==> src/rtl/cnn_sdiv_24s_9s_seq_if.sv <==
// Operand/result handshake bundle for the iterative signed divider.
// slave: divider side; master: operand source and result sink.
interface cnn_sdiv_24s_9s_seq_if #(
    parameter int DIVIDEND_W = 24,
    parameter int DIVISOR_W  = 9,
    parameter int QUOT_W     = 14
);
    logic                  in_valid;
    logic                  in_ready;
    logic [DIVIDEND_W-1:0] dividend;
    logic [DIVISOR_W-1:0]  divisor;
    logic                  out_valid;
    logic                  out_ready;
    logic [QUOT_W-1:0]     quotient;
    logic [DIVISOR_W-1:0]  remainder;
    logic                  overflow;
    logic                  div_by_zero;

    modport slave (
        input  in_valid, dividend, divisor, out_ready,
        output in_ready, out_valid, quotient, remainder, overflow, div_by_zero
    );

    modport master (
        output in_valid, dividend, divisor, out_ready,
        input  in_ready, out_valid, quotient, remainder, overflow, div_by_zero
    );
endinterface

==> src/rtl/cnn_sdiv_24s_9s_seq.sv <==
// Restoring signed divider, 24s / 9s -> saturated 14s quotient + 9s remainder, one quotient bit per clock.
// Result valid DIVIDEND_W+2 edges after accept (2 for divide-by-zero); result held until out_ready, no accept while busy.
module cnn_sdiv_24s_9s_seq #(
    parameter int DIVIDEND_W = 24,
    parameter int DIVISOR_W  = 9,
    parameter int QUOT_W     = 14
) (
    input logic                  ap_clk,
    input logic                  ap_rst_n,
    cnn_sdiv_24s_9s_seq_if.slave bus
);
    localparam int CNT_W = $clog2(DIVIDEND_W);
    localparam int PR_W  = DIVISOR_W + 1;
    localparam int QS_W  = DIVIDEND_W + 1;

    localparam logic signed [QS_W-1:0] Q_MAX  = QS_W'(2 ** (QUOT_W - 1) - 1);
    localparam logic signed [QS_W-1:0] Q_MIN  = QS_W'(-(2 ** (QUOT_W - 1)));
    localparam logic [QUOT_W-1:0]      QO_MAX = {1'b0, {(QUOT_W-1){1'b1}}};
    localparam logic [QUOT_W-1:0]      QO_MIN = {1'b1, {(QUOT_W-1){1'b0}}};

    typedef enum logic [2:0] {IDLE, CALC, FIX, SAT, DONE} state_t;

    state_t                   state;
    logic [CNT_W-1:0]         count;
    logic [DIVIDEND_W-1:0]    acc;
    logic [DIVISOR_W-1:0]     dmag;
    logic [DIVISOR_W-1:0]     rem_q;
    logic                     dvd_neg;
    logic                     q_neg;
    logic                     dz;
    logic signed [QS_W-1:0]   q_fix;
    logic signed [DIVISOR_W-1:0] r_fix;

    logic                     in_rdy;
    logic                     res_vld;
    logic [QUOT_W-1:0]        q_out;
    logic [DIVISOR_W-1:0]     r_out;
    logic                     ovf;
    logic                     dz_out;

    // acc shifts dividend magnitude bits out of its MSB and quotient bits in at its LSB
    logic [PR_W-1:0]          prem;
    logic [DIVISOR_W-1:0]     diff;
    logic                     qbit;
    logic signed [QS_W-1:0]   q_mag;
    logic signed [DIVISOR_W-1:0] r_mag;

    assign prem  = {rem_q, acc[DIVIDEND_W-1]};
    assign qbit  = (prem >= {1'b0, dmag});
    assign diff  = DIVISOR_W'(prem - {1'b0, dmag});
    assign q_mag = $signed({1'b0, acc});
    assign r_mag = $signed(rem_q);

    always_ff @(posedge ap_clk) begin
        if (!ap_rst_n) begin
            state   <= IDLE;
            count   <= '0;
            acc     <= '0;
            dmag    <= '0;
            rem_q   <= '0;
            dvd_neg <= 1'b0;
            q_neg   <= 1'b0;
            dz      <= 1'b0;
            q_fix   <= '0;
            r_fix   <= '0;
            in_rdy  <= 1'b0;
            res_vld <= 1'b0;
            q_out   <= '0;
            r_out   <= '0;
            ovf     <= 1'b0;
            dz_out  <= 1'b0;
        end else begin
            unique case (state)
                IDLE: begin
                    in_rdy <= 1'b1;
                    if (in_rdy && bus.in_valid) begin
                        in_rdy  <= 1'b0;
                        // two's-complement magnitude is exact for the most negative value as unsigned
                        acc     <= bus.dividend[DIVIDEND_W-1] ? (~bus.dividend + 1'b1) : bus.dividend;
                        dmag    <= bus.divisor[DIVISOR_W-1] ? (~bus.divisor + 1'b1) : bus.divisor;
                        rem_q   <= '0;
                        count   <= '0;
                        dvd_neg <= bus.dividend[DIVIDEND_W-1];
                        q_neg   <= bus.dividend[DIVIDEND_W-1] ^ bus.divisor[DIVISOR_W-1];
                        dz      <= (bus.divisor == '0);
                        state   <= (bus.divisor == '0) ? FIX : CALC;
                    end
                end
                CALC: begin
                    acc   <= {acc[DIVIDEND_W-2:0], qbit};
                    rem_q <= qbit ? diff : prem[DIVISOR_W-1:0];
                    count <= count + 1'b1;
                    if (count == CNT_W'(DIVIDEND_W - 1)) begin
                        state <= FIX;
                    end
                end
                FIX: begin
                    q_fix <= q_neg ? -q_mag : q_mag;
                    r_fix <= dvd_neg ? -r_mag : r_mag;
                    state <= SAT;
                end
                SAT: begin
                    res_vld <= 1'b1;
                    state   <= DONE;
                    if (dz) begin
                        q_out  <= dvd_neg ? QO_MIN : QO_MAX;
                        r_out  <= '0;
                        ovf    <= 1'b0;
                        dz_out <= 1'b1;
                    end else if (q_fix > Q_MAX) begin
                        q_out  <= QO_MAX;
                        r_out  <= r_fix;
                        ovf    <= 1'b1;
                        dz_out <= 1'b0;
                    end else if (q_fix < Q_MIN) begin
                        q_out  <= QO_MIN;
                        r_out  <= r_fix;
                        ovf    <= 1'b1;
                        dz_out <= 1'b0;
                    end else begin
                        q_out  <= q_fix[QUOT_W-1:0];
                        r_out  <= r_fix;
                        ovf    <= 1'b0;
                        dz_out <= 1'b0;
                    end
                end
                DONE: begin
                    if (bus.out_ready) begin
                        res_vld <= 1'b0;
                        ovf     <= 1'b0;
                        dz_out  <= 1'b0;
                        in_rdy  <= 1'b1;
                        state   <= IDLE;
                    end
                end
                default: begin
                    state <= IDLE;
                end
            endcase
        end
    end

    assign bus.in_ready    = in_rdy;
    assign bus.out_valid   = res_vld;
    assign bus.quotient    = q_out;
    assign bus.remainder   = r_out;
    assign bus.overflow    = ovf;
    assign bus.div_by_zero = dz_out;
endmodule

==> src/flat_wrapper.sv <==
// flat-port wrapper written by rule: the top's interface ports become plain ports
module cnn_sdiv_24s_9s_seq_flat 
#(
    parameter int DIVIDEND_W = 24,
    parameter int DIVISOR_W  = 9,
    parameter int QUOT_W     = 14
)
  (ap_clk, ap_rst_n, bus_in_valid, bus_dividend, bus_divisor, bus_out_ready, bus_in_ready, bus_out_valid, bus_quotient, bus_remainder, bus_overflow, bus_div_by_zero);
  cnn_sdiv_24s_9s_seq_if #(.DIVIDEND_W(DIVIDEND_W), .DIVISOR_W(DIVISOR_W), .QUOT_W(QUOT_W)) bus_i ();
  input logic ap_clk;
  input logic ap_rst_n;
  input wire logic [$bits(bus_i.in_valid)-1:0] bus_in_valid;
  input wire logic [$bits(bus_i.dividend)-1:0] bus_dividend;
  input wire logic [$bits(bus_i.divisor)-1:0] bus_divisor;
  input wire logic [$bits(bus_i.out_ready)-1:0] bus_out_ready;
  output wire logic [$bits(bus_i.in_ready)-1:0] bus_in_ready;
  output wire logic [$bits(bus_i.out_valid)-1:0] bus_out_valid;
  output wire logic [$bits(bus_i.quotient)-1:0] bus_quotient;
  output wire logic [$bits(bus_i.remainder)-1:0] bus_remainder;
  output wire logic [$bits(bus_i.overflow)-1:0] bus_overflow;
  output wire logic [$bits(bus_i.div_by_zero)-1:0] bus_div_by_zero;
  assign bus_i.in_valid = bus_in_valid;
  assign bus_i.dividend = bus_dividend;
  assign bus_i.divisor = bus_divisor;
  assign bus_i.out_ready = bus_out_ready;
  assign bus_in_ready = bus_i.in_ready;
  assign bus_out_valid = bus_i.out_valid;
  assign bus_quotient = bus_i.quotient;
  assign bus_remainder = bus_i.remainder;
  assign bus_overflow = bus_i.overflow;
  assign bus_div_by_zero = bus_i.div_by_zero;
  cnn_sdiv_24s_9s_seq #(.DIVIDEND_W(DIVIDEND_W), .DIVISOR_W(DIVISOR_W), .QUOT_W(QUOT_W)) u_core (.ap_clk(ap_clk), .ap_rst_n(ap_rst_n), .bus(bus_i));
endmodule
==> config.mk <==
export PLATFORM = sky130hd
export DESIGN_NAME = cnn_sdiv_24s_9s_seq_flat
export DESIGN_NICKNAME = d
export VERILOG_FILES = /design/src/rtl/cnn_sdiv_24s_9s_seq_if.sv /design/src/rtl/cnn_sdiv_24s_9s_seq.sv /design/src/flat_wrapper.sv
export SDC_FILE = /design/constraint.sdc
export NUM_CORES = 1
export LEC_CHECK = 0
export BUFFER_PORTS_ARGS = -buffer_cell sky130_fd_sc_hd__buf_2
export CAP_MARGIN = 0
export CORE_ASPECT_RATIO = 0.75
export CORE_UTILIZATION = 55
export DETAILED_ROUTE_END_ITERATION = 10
export GPL_ROUTABILITY_DRIVEN = 1
export PLACE_DENSITY_LB_ADDON = 0.25
export SLEW_MARGIN = 5
export SYNTH_ARGS = -nofsm -noshare
export SYNTH_HDL_FRONTEND = slang
export SYNTH_SLANG_ARGS = --single-unit
==> constraint.sdc <==
create_clock -name ap_clk -period 3.2 [get_ports ap_clk]
set_input_delay 0.16 -clock ap_clk [delete_from_list [all_inputs] [get_ports ap_clk]]
set_output_delay 0.16 -clock ap_clk [all_outputs]
set_load 0.01 [all_outputs]
==> impl_metrics.csv, run 1 <==
group,metric,value,unit
synthesis,synth.yosys.warnings,0,
worst_setup_path,cp_slowest_stage_delay,0.45,ns
hold_path,holdCritPathClass,"in -> reg",
sta,final-setup-viol-count,0,
worst_setup_path,cp_cell_sequence,"inv_1 -> ha_1 -> inv_1 -> fa_1 -> a211oi_1 -> buf_4 -> nor3_1 -> o21ai_0 -> buf_4 -> and2_0 -> a311o_1",
die,die-area,11600,sq um
sta,min_period,2.60,ns
sta,finalMaxSlewViolations,0,
synthesis,synth.top_cell.area_share,0.372,
cts,cts_hold_buffers,0,
power_and_ir_drop,switching_share,0.385,
synthesis,post_synth_num_cell_types,61,
power_and_ir_drop,seq_power_share,0.306,
synthesis,area_fraction_in_and_or_nand_and_nor_cells_after_synthesis,0.185,
synthesis,synth.top_cells.by_area,"sky130_fd_sc_hd__dfxtp_1 (37%), sky130_fd_sc_hd__a21oi_1 (5.8%), sky130_fd_sc_hd__xor2_1 (4.7%), sky130_fd_sc_hd__nor2_1 (4.6%), sky130_fd_sc_hd__o21ai_0 (3.9%)",
cts,cts_resized,0,
layout,insertedDiodeCount,0,
cts,clock_latency_on_the_worst_skew_pair,0.41,ns
routing,wire_per_inst,16.6,um
die,die_h,93.5,um
die,design.portCount,64,
sta,final.setup.tns,0,ns
worst_setup_path,critical_path.startpoint_type,"register",
die,die_w,124,um
synthesis,post_synth_xor_area_fraction,0.0756,
synthesis,synth-edff-count,0,
worst_setup_path,path_delay_family,"compound AO/OA/AOI/OAI gates",
layout,instances_no_fill,938,
power_and_ir_drop,cellInternalPower,0.00369,W
worst_setup_path,timing.critical_path.slowest_stage_cell,"sky130_fd_sc_hd__fa_1",
cts,cts_sink_count,114,
cts,root_buffer,"sky130_fd_sc_hd__clkbuf_16",
grt,overflow_left_after_global_routing,0,
synthesis,syn_avg_cell_area,8.16,sq um
layout,drive_above_1_share,0.149,
sta,relSlewSlack,0.261,
grt,antenna_found_initial,0,
synthesis,cells_after_synth,753,
cts,htree_levels,4,
cts,inserted_clock_buffers,17,
routing,antenna_violating_nets_left,0,
grt,first_global_vias,5063,
worst_setup_path,worstPathRequired,3.55,ns
synthesis,synth-compound-area-share,0.274,
routing,drc,0,
placement,buffers_on_ports,63,
synthesis,synth_area_leader_cell,"sky130_fd_sc_hd__dfxtp_1",
power_and_ir_drop,share_clk_of_total_power,0.336,
power_and_ir_drop,power.density,841,nW/um^2
worst_setup_path,cp-end-kind,"register",
worst_setup_path,worst-setup-path-type,"reg -> reg",
sta,fmax,384,MHz
placement,detailedPlacementHpwl,10.8,mm
power_and_ir_drop,power_frac_comb,0.358,
grt,grt_use_total,0.280,
routing,detailedRoute.firstIterationViolations,518,
routing,first_pass_iters,6,
synthesis,synth-seq-cells,114,
outcome,status,"finished, final reports clean",
power_and_ir_drop,p_leak,2.66,nW
sta,maximum_clock_skew_at_final_layout,0.0102,ns
power_and_ir_drop,vdd_drop_max,0.000360,V
cts,post-cts-setup-buffers,0,
synthesis,syn_nets,805,
grt,grt_max_degree,90,
synthesis,sequential_to_total_area_share_from_yosys_stat,0.372,
routing,wirelength,15.6,mm
die,fp-row-count,33,
synthesis,post_synth_fa_ha_maj_area_fraction,0.0318,
synthesis,netlist_area,6140,sq um
cts,cts.clk_slew.worst_paths,0.06,ns
flow_run,total_of_max_cap_violations,0,
power_and_ir_drop,power.net_switching,0.00231,W
cts,cts.path.max_buffers,2,
routing,num_vias,5765,
die,initial_core_util,0.563,
die,coreArea,10900,sq um
layout,layout.nets,838,
worst_setup_path,cp.buffers_inverters,4,
cts,clock_tree_from_tritoncts,"built",
synthesis,main_combinational_cell_family_by_area_after_synthesis,"compound AO/OA/AOI/OAI gates",
routing,vias_per_cell,6.15,
sta,grt_setup_unrepaired,"false",
grt,wire_length_of_the_first_global_routing_pass,25.2,mm
placement,place.gp.congestion,0.844,
worst_setup_path,worstPathArrival,2.95,ns
synthesis,ys_async_sr_fraction,0,
sta,timing_worst_slew_pin_value,1.11,ns
sta,period_share,0.814,
sta,report.final.hold_viol_count,0,
layout,flow.area_growth_from_synthesis,16.2,%
synthesis,muxShareOfSynthArea,0.00978,
worst_setup_path,critical_path_peak_fanout,13,
layout,fill_cells,942,
placement,place.detailed.instances,907,
synthesis,top_ff_cell_synth,"sky130_fd_sc_hd__dfxtp_1",
-- logic make-up after synthesis --
logic type               after synthesis
AO/OA/AOI/OAI                        257
multiplexers                           6
buffers and inverters                 85
adder cells (fa/ha/maj)               15
flip-flops                           114
XOR/XNOR                              53
AND/OR/NAND/NOR                      223
-- layout by cell type (no fill, tap or decap), types with 14 or more instances in the layout --
master and instances:
sky130_fd_sc_hd__clkbuf_16 17, sky130_fd_sc_hd__nand2_1 41, sky130_fd_sc_hd__o22ai_1 14, sky130_fd_sc_hd__buf_2 63, sky130_fd_sc_hd__o21ai_0 48, sky130_fd_sc_hd__o31ai_1 16, sky130_fd_sc_hd__xor2_1 33, sky130_fd_sc_hd__a22oi_1 15
sky130_fd_sc_hd__a211oi_1 30, sky130_fd_sc_hd__nor2_1 75, sky130_fd_sc_hd__xnor2_1 20, sky130_fd_sc_hd__a21oi_1 71, sky130_fd_sc_hd__dfxtp_1 114, sky130_fd_sc_hd__ha_1 14, sky130_fd_sc_hd__inv_1 24
-- flip-flops by register name (all words and copies together) (netlist names), 3 cells and up --
register              count
u_core.acc               24
u_core.bus.quotient      14
u_core.bus.remainder      9
u_core.count              5
u_core.dmag               9
u_core.q_fix             25
u_core.r_fix              9
u_core.r_mag              9
u_core.state              3
-- layer usage --
layer	part of all wire	vias up	global-route usage	wire [um]
met5	0	-	0	0
met4	0.0094	0	0.0645	147
met3	0.080	19	0.0622	1240
met2	0.41	242	0.394	6380
met1	0.50	2642	0.425	7810
li1	-	2862	-	-
-- tightest hold or removal path, delay by kind of cell --
family / cells / cell delay [ns]
buf+inv: 1 / 0.12
simple gates: 1 / 0.06
compound gates: 1 / 0.05
-- metrics by stage --
step	hold WS, ns	util	power, W	cell area [sq um]	worst slack, ns
global placement	0.441	0.597	0.00392	6510	0.736
finish	0.0326	0.655	0.00600	7140	0.597
detailed placement	0.443	0.597	0.00395	6510	0.670
global route	0.0419	0.655	0.00635	7140	0.384
CTS	0.0226	0.655	0.00598	7140	0.625
floorplan	0.294	-	0.00341	6140	0.584
-- Yosys cell counts (all sizes together) (10+ instances only) --
cell type  instances
nand2             41
o21ai             48
inv               25
xnor2             20
o31ai             16
or4               13
nor3b             13
dfxtp            114
xor2              33
and3              10
or3               11
nor3              13
a211oi            30
o22ai             14
nor2              75
clkbuf            56
a21oi             71
nand3             13
o41ai             12
a22oi             15
ha                14
-- layout make-up --
cell class	instances	area, sq um	area share
Multi-Input combinational cell	554	3550	0.497
Sequential cell	114	2280	0.320
Clock buffer	17	425	0.0596
Timing Repair Buffer	74	410	0.0575
Clock inverter	14	204	0.0286
Tap cell	140	175	0.0245
Inverter	25	93.8	0.0131
-- path summary, 6_finish.rpt --
| kind | start | endpoint | slack [ns] | cells past startpoint |
|---|---|---|---|---|
| max | u_core.acc[23] | u_core.r_mag[2] | 0.60 | 11 |
| max reg2reg | u_core.acc[23] | u_core.r_mag[2] | 0.60 | 11 |
| min | bus_dividend[16] | u_core.acc[16] | 0.03 | 3 |
| min reg2reg | u_core.r_fix[0] | u_core.r_fix[0] | 0.45 | 2 |
-- power groups by stage --
stage | clock network, W | registers, W | logic [W]
floorplan | 0 | 0.00175 | 0.00166
global placement | 0 | 0.00184 | 0.00207
detailed placement | 0 | 0.00186 | 0.00210
CTS | 0.00203 | 0.00183 | 0.00212
global route | 0.00211 | 0.00186 | 0.00237
finish | 0.00202 | 0.00183 | 0.00215
Note: power is estimated with default switching activity, not from simulation.
==> run 2, diff against run 1 <==
==> constraint.sdc (replaced) <==
create_clock -name ap_clk -period 2.45 [get_ports ap_clk]
set_input_delay 0.1225 -clock ap_clk [delete_from_list [all_inputs] [get_ports ap_clk]]
set_output_delay 0.1225 -clock ap_clk [all_outputs]
set_load 0.01 [all_outputs]
==> run 2 against run 1 <==
  * Wire length up 3.1%
  * Sequential share of layout area down 0.42 points
  * Worst hold slack worse by 0.023 ns
  * Critical path depth down 4
  * Cell area up 1.3%
  * Sequential cell count unchanged
  * Worst setup slack worse by 0.47 ns
  * Critical path type is now in -> reg
  * Utilization up 0.87 points
  * Total power up 32%
  * Clock skew up 0.0021 ns
  * Combinational power up 43%
==> impl_metrics.csv, run 2 (synthesized netlist as in run 1, its figures left out) <==
group,metric,value,unit
outcome,status,"finished, final reports clean",
layout,flow.area_growth_from_synthesis,17.8,%
sta,holdWs,0.00980,ns
grt,wire_length_of_the_first_global_routing_pass,26.0,mm
die,design.portCount,64,
power_and_ir_drop,seq_power_share,0.297,
sta,grt_setup_unrepaired,"true",
routing,drc,0,
placement,detailedPlacementHpwl,11.2,mm
placement,pre_cts_setup_slack,0.102,ns
worst_setup_path,critical_path.startpoint_type,"primary input",
routing,detailedRoute.firstIterationViolations,581,
routing,antenna_violating_nets_left,0,
power_and_ir_drop,power.net_switching,0.00313,W
worst_setup_path,crit-reg2reg-launch,"u_core.acc[23]",
hold_path,timing.hold.worst.start,"bus_divisor[0]",
worst_setup_path,critical_path_peak_fanout,5,
die,die-area,11600,sq um
power_and_ir_drop,power.density,1100,nW/um^2
die,fp-row-count,33,
power_and_ir_drop,power_frac_comb,0.388,
cts,inserted_clock_buffers,17,
die,die_h,93.5,um
cts,cts.clk_slew.worst_paths,0.06,ns
layout,drive_above_1_share,0.170,
power_and_ir_drop,share_clk_of_total_power,0.315,
sta,finalMaxSlewViolations,0,
grt,grt_use_total,0.290,
cts,root_buffer,"sky130_fd_sc_hd__clkbuf_16",
die,die_w,124,um
power_and_ir_drop,p_leak,2.73,nW
cts,clock_tree_from_tritoncts,"built",
cts,htree_levels,4,
grt,first_global_vias,5235,
sta,fmax,431,MHz
hold_path,holdCritPathClass,"in -> reg",
cts,cts.path.max_buffers,2,
layout,most-common-layout-cells,"sky130_fd_sc_hd__dfxtp_1 (114), sky130_fd_sc_hd__nor2_1 (75), sky130_fd_sc_hd__a21oi_1 (71)",
layout,reg_with_most_ffs,"u_core.q_fix",
placement,buffers_on_ports,63,
hold_path,holdPathStages,3,
routing,num_vias,5851,
layout,fin_util,0.664,
die,coreArea,10900,sq um
worst_setup_path,worstPathRequired,2.80,ns
power_and_ir_drop,cellInternalPower,0.00482,W
sta,timing_worst_slew_pin_value,0.868,ns
sta,final.setup.tns,0,ns
worst_setup_path,regToRegSetupSlack,0.13,ns
sta,maximum_clock_skew_at_final_layout,0.0123,ns
placement,place.gp.congestion,0.860,
worst_setup_path,worst-setup-path-type,"in -> reg",
grt,grt_max_degree,47,
hold_path,min_to,"u_core.dmag[0]",
layout,insertedDiodeCount,0,
placement,post_dp_cell_area,6610,sq um
layout,largest_reg_flops,25,
grt,overflow_left_after_global_routing,0,
sta,final.setup.worst_slack,0.127,ns
power_and_ir_drop,switching_share,0.393,
cts,clock_latency_on_the_worst_skew_pair,0.42,ns
worst_setup_path,critical_path.reg2reg.endpoint,"u_core.r_mag[4]",
sta,min_period,2.32,ns
die,initial_core_util,0.563,
sta,period_share,0.948,
routing,wirelength,16.1,mm
power_and_ir_drop,vdd_drop_max,0.000591,V
grt,antenna_found_initial,0,
layout,final_design_area_no_fill,7230,sq um
routing,vias_per_cell,6.12,
cts,cts_sink_count,114,
routing,wire_per_inst,16.8,um
worst_setup_path,worstPathArrival,2.68,ns
sta,relSlewSlack,0.419,
flow_run,total_of_max_cap_violations,0,
worst_setup_path,cp-end-kind,"register",
worst_setup_path,r2r.worst_path.cells,10,
layout,leading_cell_type_in_the_layout_fill_and_taps_excluded,"sky130_fd_sc_hd__dfxtp_1",
sta,final-setup-viol-count,0,
routing,first_pass_iters,5,
sta,report.final.hold_viol_count,0,
layout,layout.nets,855,
[run 2: worst max-delay path, stage by stage]
cell and delay (ns):
sky130_fd_sc_hd__dlygate4sd3_1 0.53, sky130_fd_sc_hd__buf_2 0.15, sky130_fd_sc_hd__or3_4 0.42, sky130_fd_sc_hd__or4_4 0.43, sky130_fd_sc_hd__or4_1 0.43, sky130_fd_sc_hd__or4_1 0.43
sky130_fd_sc_hd__a21oi_1 0.16
[run 2: through the flow]
step / power (W) / cells
final: 0.00795 / 956
after global routing: 0.00840 / 956
after CTS: 0.00779 / 954
after detailed placement: 0.00530 / 921
after global placement: 0.00527 / 921
after floorplan: 0.00447 / 753
[run 2: worst max-delay path by stage]
| stage | from | endpoint | slack (ns) | depth (start not counted) |
|---|---|---|---|---|
| 6_report | bus_dividend[16] | u_core.acc[23] | 0.13 | 7 |
| 5_1_grt | u_core.dmag[6] | u_core.r_mag[4] | -0.02 | 8 |
| 4_1_cts | u_core.acc[23] | u_core.r_mag[2] | 0.07 | 10 |
| 3_5_place_dp | u_core.acc[23] | u_core.r_mag[1] | 0.10 | 10 |
| 3_3_place_gp | u_core.acc[23] | u_core.r_mag[1] | 0.17 | 10 |
| 2_1_floorplan | u_core.acc[23] | u_core.r_mag[2] | 0.03 | 10 |
[run 2: what timing repair did]
item | in CTS | in global routing
hold buffers | 1 | 0
buffers inserted | 0 | 2
hold endpoints to repair | 1 | 0
resized for setup | 0 | 4
endpoints found under the setup margin | 0 | 7
[run 2: metal layers]
layer  share of wire  GRT usage  vias to the layer above
li1                -          -                     2900
met2            0.41      0.414                      227
met1            0.51      0.433                     2715
met3           0.072     0.0610                        9
met5               0          0                        -
met4          0.0073     0.0764                        0
[run 2: cell type report]
class                      count  area [sq um]
tap                          140           175
timing repair buffer          91           528
sequential                   114          2280
inverter                      25          93.8
clock inverter                15           171
fill                         931          3670
multi-input combinational    554          3560
clock buffer                  17           425
[run 2: power groups by stage]
| stage | clock, W | combinational, W | sequential [W] |
|---|---|---|---|
| 6_report | 0.00250 | 0.00308 | 0.00236 |
| 3_3_place_gp | 0 | 0.00289 | 0.00238 |
| 2_1_floorplan | 0 | 0.00218 | 0.00229 |
| 5_1_grt | 0.00261 | 0.00340 | 0.00239 |
| 3_5_place_dp | 0 | 0.00291 | 0.00239 |
| 4_1_cts | 0.00251 | 0.00293 | 0.00235 |
==> run 3, diff against run 2 <==
--- a/config.mk
+++ b/config.mk
@@ -5,11 +5,11 @@
 export SDC_FILE = /design/constraint.sdc
 export NUM_CORES = 1
 export LEC_CHECK = 0
-export BUFFER_PORTS_ARGS = -buffer_cell sky130_fd_sc_hd__buf_2
 export CAP_MARGIN = 0
 export CORE_ASPECT_RATIO = 0.75
 export CORE_UTILIZATION = 55
 export DETAILED_ROUTE_END_ITERATION = 10
+export DONT_BUFFER_PORTS = 1
 export GPL_ROUTABILITY_DRIVEN = 1
 export PLACE_DENSITY_LB_ADDON = 0.25
 export SLEW_MARGIN = 5
==> run 3 against run 2 <==
  * Utilization up 0.31 points
  * Sequential cell count is the same
  * Cell area increased by 0.47%
  * Worst setup slack worse by 0.021 ns
  * Register-to-register slack worse by 0.02 ns
  * Sequential power barely moved
  * Global-route usage up 1.2 points
  * Worst hold slack improved by 0.0020 ns
  * Clock power rose by 3%
  * Count of clock-buffer cells in the layout increased by 1
  * Final cell count down 3.2%
  * Wire length up 5.0%
  * Highest routed layer unchanged
==> impl_metrics.csv, run 3 (synthesized netlist as in run 1, its figures left out) <==
group,metric,value,unit
outcome,status,"finished, final reports clean",
cts,cts.path.max_buffers,2,
layout,leading_cell_type_in_the_layout_fill_and_taps_excluded,"sky130_fd_sc_hd__dfxtp_1",
die,initial_core_util,0.563,
sta,report.final.hold_viol_count,0,
routing,wire_per_inst,18.2,um
routing,vias_per_cell,6.35,
power_and_ir_drop,vdd_drop_max,0.000501,V
sta,final.setup.worst_slack,0.106,ns
sta,timing_worst_slew_pin_value,1.07,ns
hold_path,timing.hold.worst.start,"bus_dividend[23]",
die,design.portCount,64,
die,fp-row-count,33,
sta,period_share,0.957,
cts,root_buffer,"sky130_fd_sc_hd__clkbuf_16",
layout,flow.area_growth_from_synthesis,18.3,%
sta,grt_setup_unrepaired,"false",
worst_setup_path,cp-end-kind,"register",
grt,groute.layer.met3.usage,0.0634,
worst_setup_path,critical_path.reg2reg.endpoint,"u_core.r_mag[5]",
power_and_ir_drop,p_leak,2.58,nW
die,coreArea,10900,sq um
placement,buffers_on_ports,0,
hold_path,holdPathStages,3,
cts,clock_tree_from_tritoncts,"built",
sta,final-setup-viol-count,0,
sta,min_period,2.34,ns
cts,cts_sink_count,114,
grt,grtUsageMet2,0.434,
sta,relSlewSlack,0.285,
routing,num_vias,5874,
routing,detailedRoute.firstIterationViolations,632,
flow_run,total_of_max_cap_violations,0,
grt,grt_max_degree,54,
worst_setup_path,cp_cell_sequence,"inv_2 -> ha_2 -> inv_1 -> fa_2 -> a211oi_2 -> nor3_1 -> o21ai_1 -> buf_4 -> a2111oi_0 -> a311o_1",
die,die_w,124,um
placement,place.gp.congestion,0.892,
cts,htree_levels,4,
sta,holdWs,0.0118,ns
placement,detailedPlacementHpwl,11.1,mm
grt,groute.layer.met1.usage,0.443,
grt,antenna_found_initial,0,
layout,insertedDiodeCount,0,
placement,pre_cts_setup_slack,0.0146,ns
layout,drive_above_1_share,0.0981,
die,die_h,93.5,um
grt,grt_use_total,0.302,
grt,overflow_left_after_global_routing,0,
hold_path,min_to,"u_core.acc[11]",
cts,cts.clk_slew.worst_paths,0.06,ns
worst_setup_path,critical_path_peak_fanout,7,
layout,most-common-layout-cells,"sky130_fd_sc_hd__dfxtp_1 (113), sky130_fd_sc_hd__nor2_1 (75), sky130_fd_sc_hd__a21oi_1 (71)",
grt,grt.busiest_layer,"met1",
cts,clock_latency_on_the_worst_skew_pair,0.42,ns
sta,fmax,427,MHz
routing,wirelength,16.9,mm
grt,first_global_vias,5376,
power_and_ir_drop,post_layout_total_power,0.00812,W
hold_path,holdCritPathClass,"in -> reg",
layout,layout.nets,824,
routing,drc,0,
worst_setup_path,worst-setup-path-type,"reg -> reg",
sta,finalMaxSlewViolations,0,
routing,first_pass_iters,6,
worst_setup_path,regToRegSetupSlack,0.11,ns
worst_setup_path,cp_slowest_stage_delay,0.41,ns
routing,antenna_violating_nets_left,0,
worst_setup_path,worstPathArrival,2.65,ns
worst_setup_path,crit-reg2reg-launch,"u_core.acc[23]",
grt,wire_length_of_the_first_global_routing_pass,27.0,mm
layout,fin_util,0.667,
worst_setup_path,critical_path.startpoint_type,"register",
die,die-area,11600,sq um
layout,reg_with_most_ffs,"u_core.q_fix",
cts,inserted_clock_buffers,17,
sta,final.setup.tns,0,ns
power_and_ir_drop,power.density,1120,nW/um^2
worst_setup_path,timing.critical_path.slowest_stage_cell,"sky130_fd_sc_hd__fa_2",
sta,maximum_clock_skew_at_final_layout,0.00681,ns
worst_setup_path,r2r.worst_path.cells,10,
layout,largest_reg_flops,25,
worst_setup_path,worstPathRequired,2.76,ns
==> run 3: layer usage <==
layer | vias to the layer above | share of wire
met2 | 260 | 0.41
met3 | 27 | 0.087
li1 | 2837 | -
met5 | - | 0
met1 | 2750 | 0.49
met4 | 0 | 0.014
==> run 3: final cells by class <==
type                       count  area [sq um]
clock buffer                  18           439
clock inverter                14           176
fill                         918          3630
inverter                      25          93.8
multi-input combinational    554          3560
sequential                   114          2280
tap                          140           175
timing repair buffer          60           536
==> run 3: through the flow <==
step	instance area [sq um]	cells
finish	7270	925
global route	7270	925
CTS	7240	923
detailed placement	6280	856
global placement	6280	856
floorplan	6150	753
==> run 3: how the worst max path moves through the flow <==
stage	start	end
5_1_grt	u_core.acc[23]	u_core.r_mag[4]
6_report	u_core.acc[23]	u_core.r_mag[5]
3_3_place_gp	u_core.acc[23]	u_core.r_mag[1]
3_5_place_dp	u_core.acc[23]	u_core.r_mag[0]
4_1_cts	u_core.acc[23]	u_core.r_mag[4]
2_1_floorplan	u_core.acc[23]	u_core.r_mag[2]
==> run 3: critical path, delay by kind of cell, from the launching register on <==
family	cells	cell delay, ns
compound gates	4	0.92
fa+ha+maj	2	0.58
flops	1	0.34
buf+inv	3	0.31
simple gates	1	0.10
==> run 3: power by group <==
group          internal (W)  switching [W]
sequential          0.00209       0.000292
combinational       0.00122        0.00194
clock               0.00164       0.000943
==> run 3: timing repair <==
item / 4_1_cts / 5_1_grt
setup buffers: 0 / 1
resized for setup: 1 / 9
endpoints found under the hold margin: 52 / 0
hold buffers: 35 / 0
pin swaps: 0 / 2
endpoints found under the setup margin: 5 / 7
cloned: 0 / 1
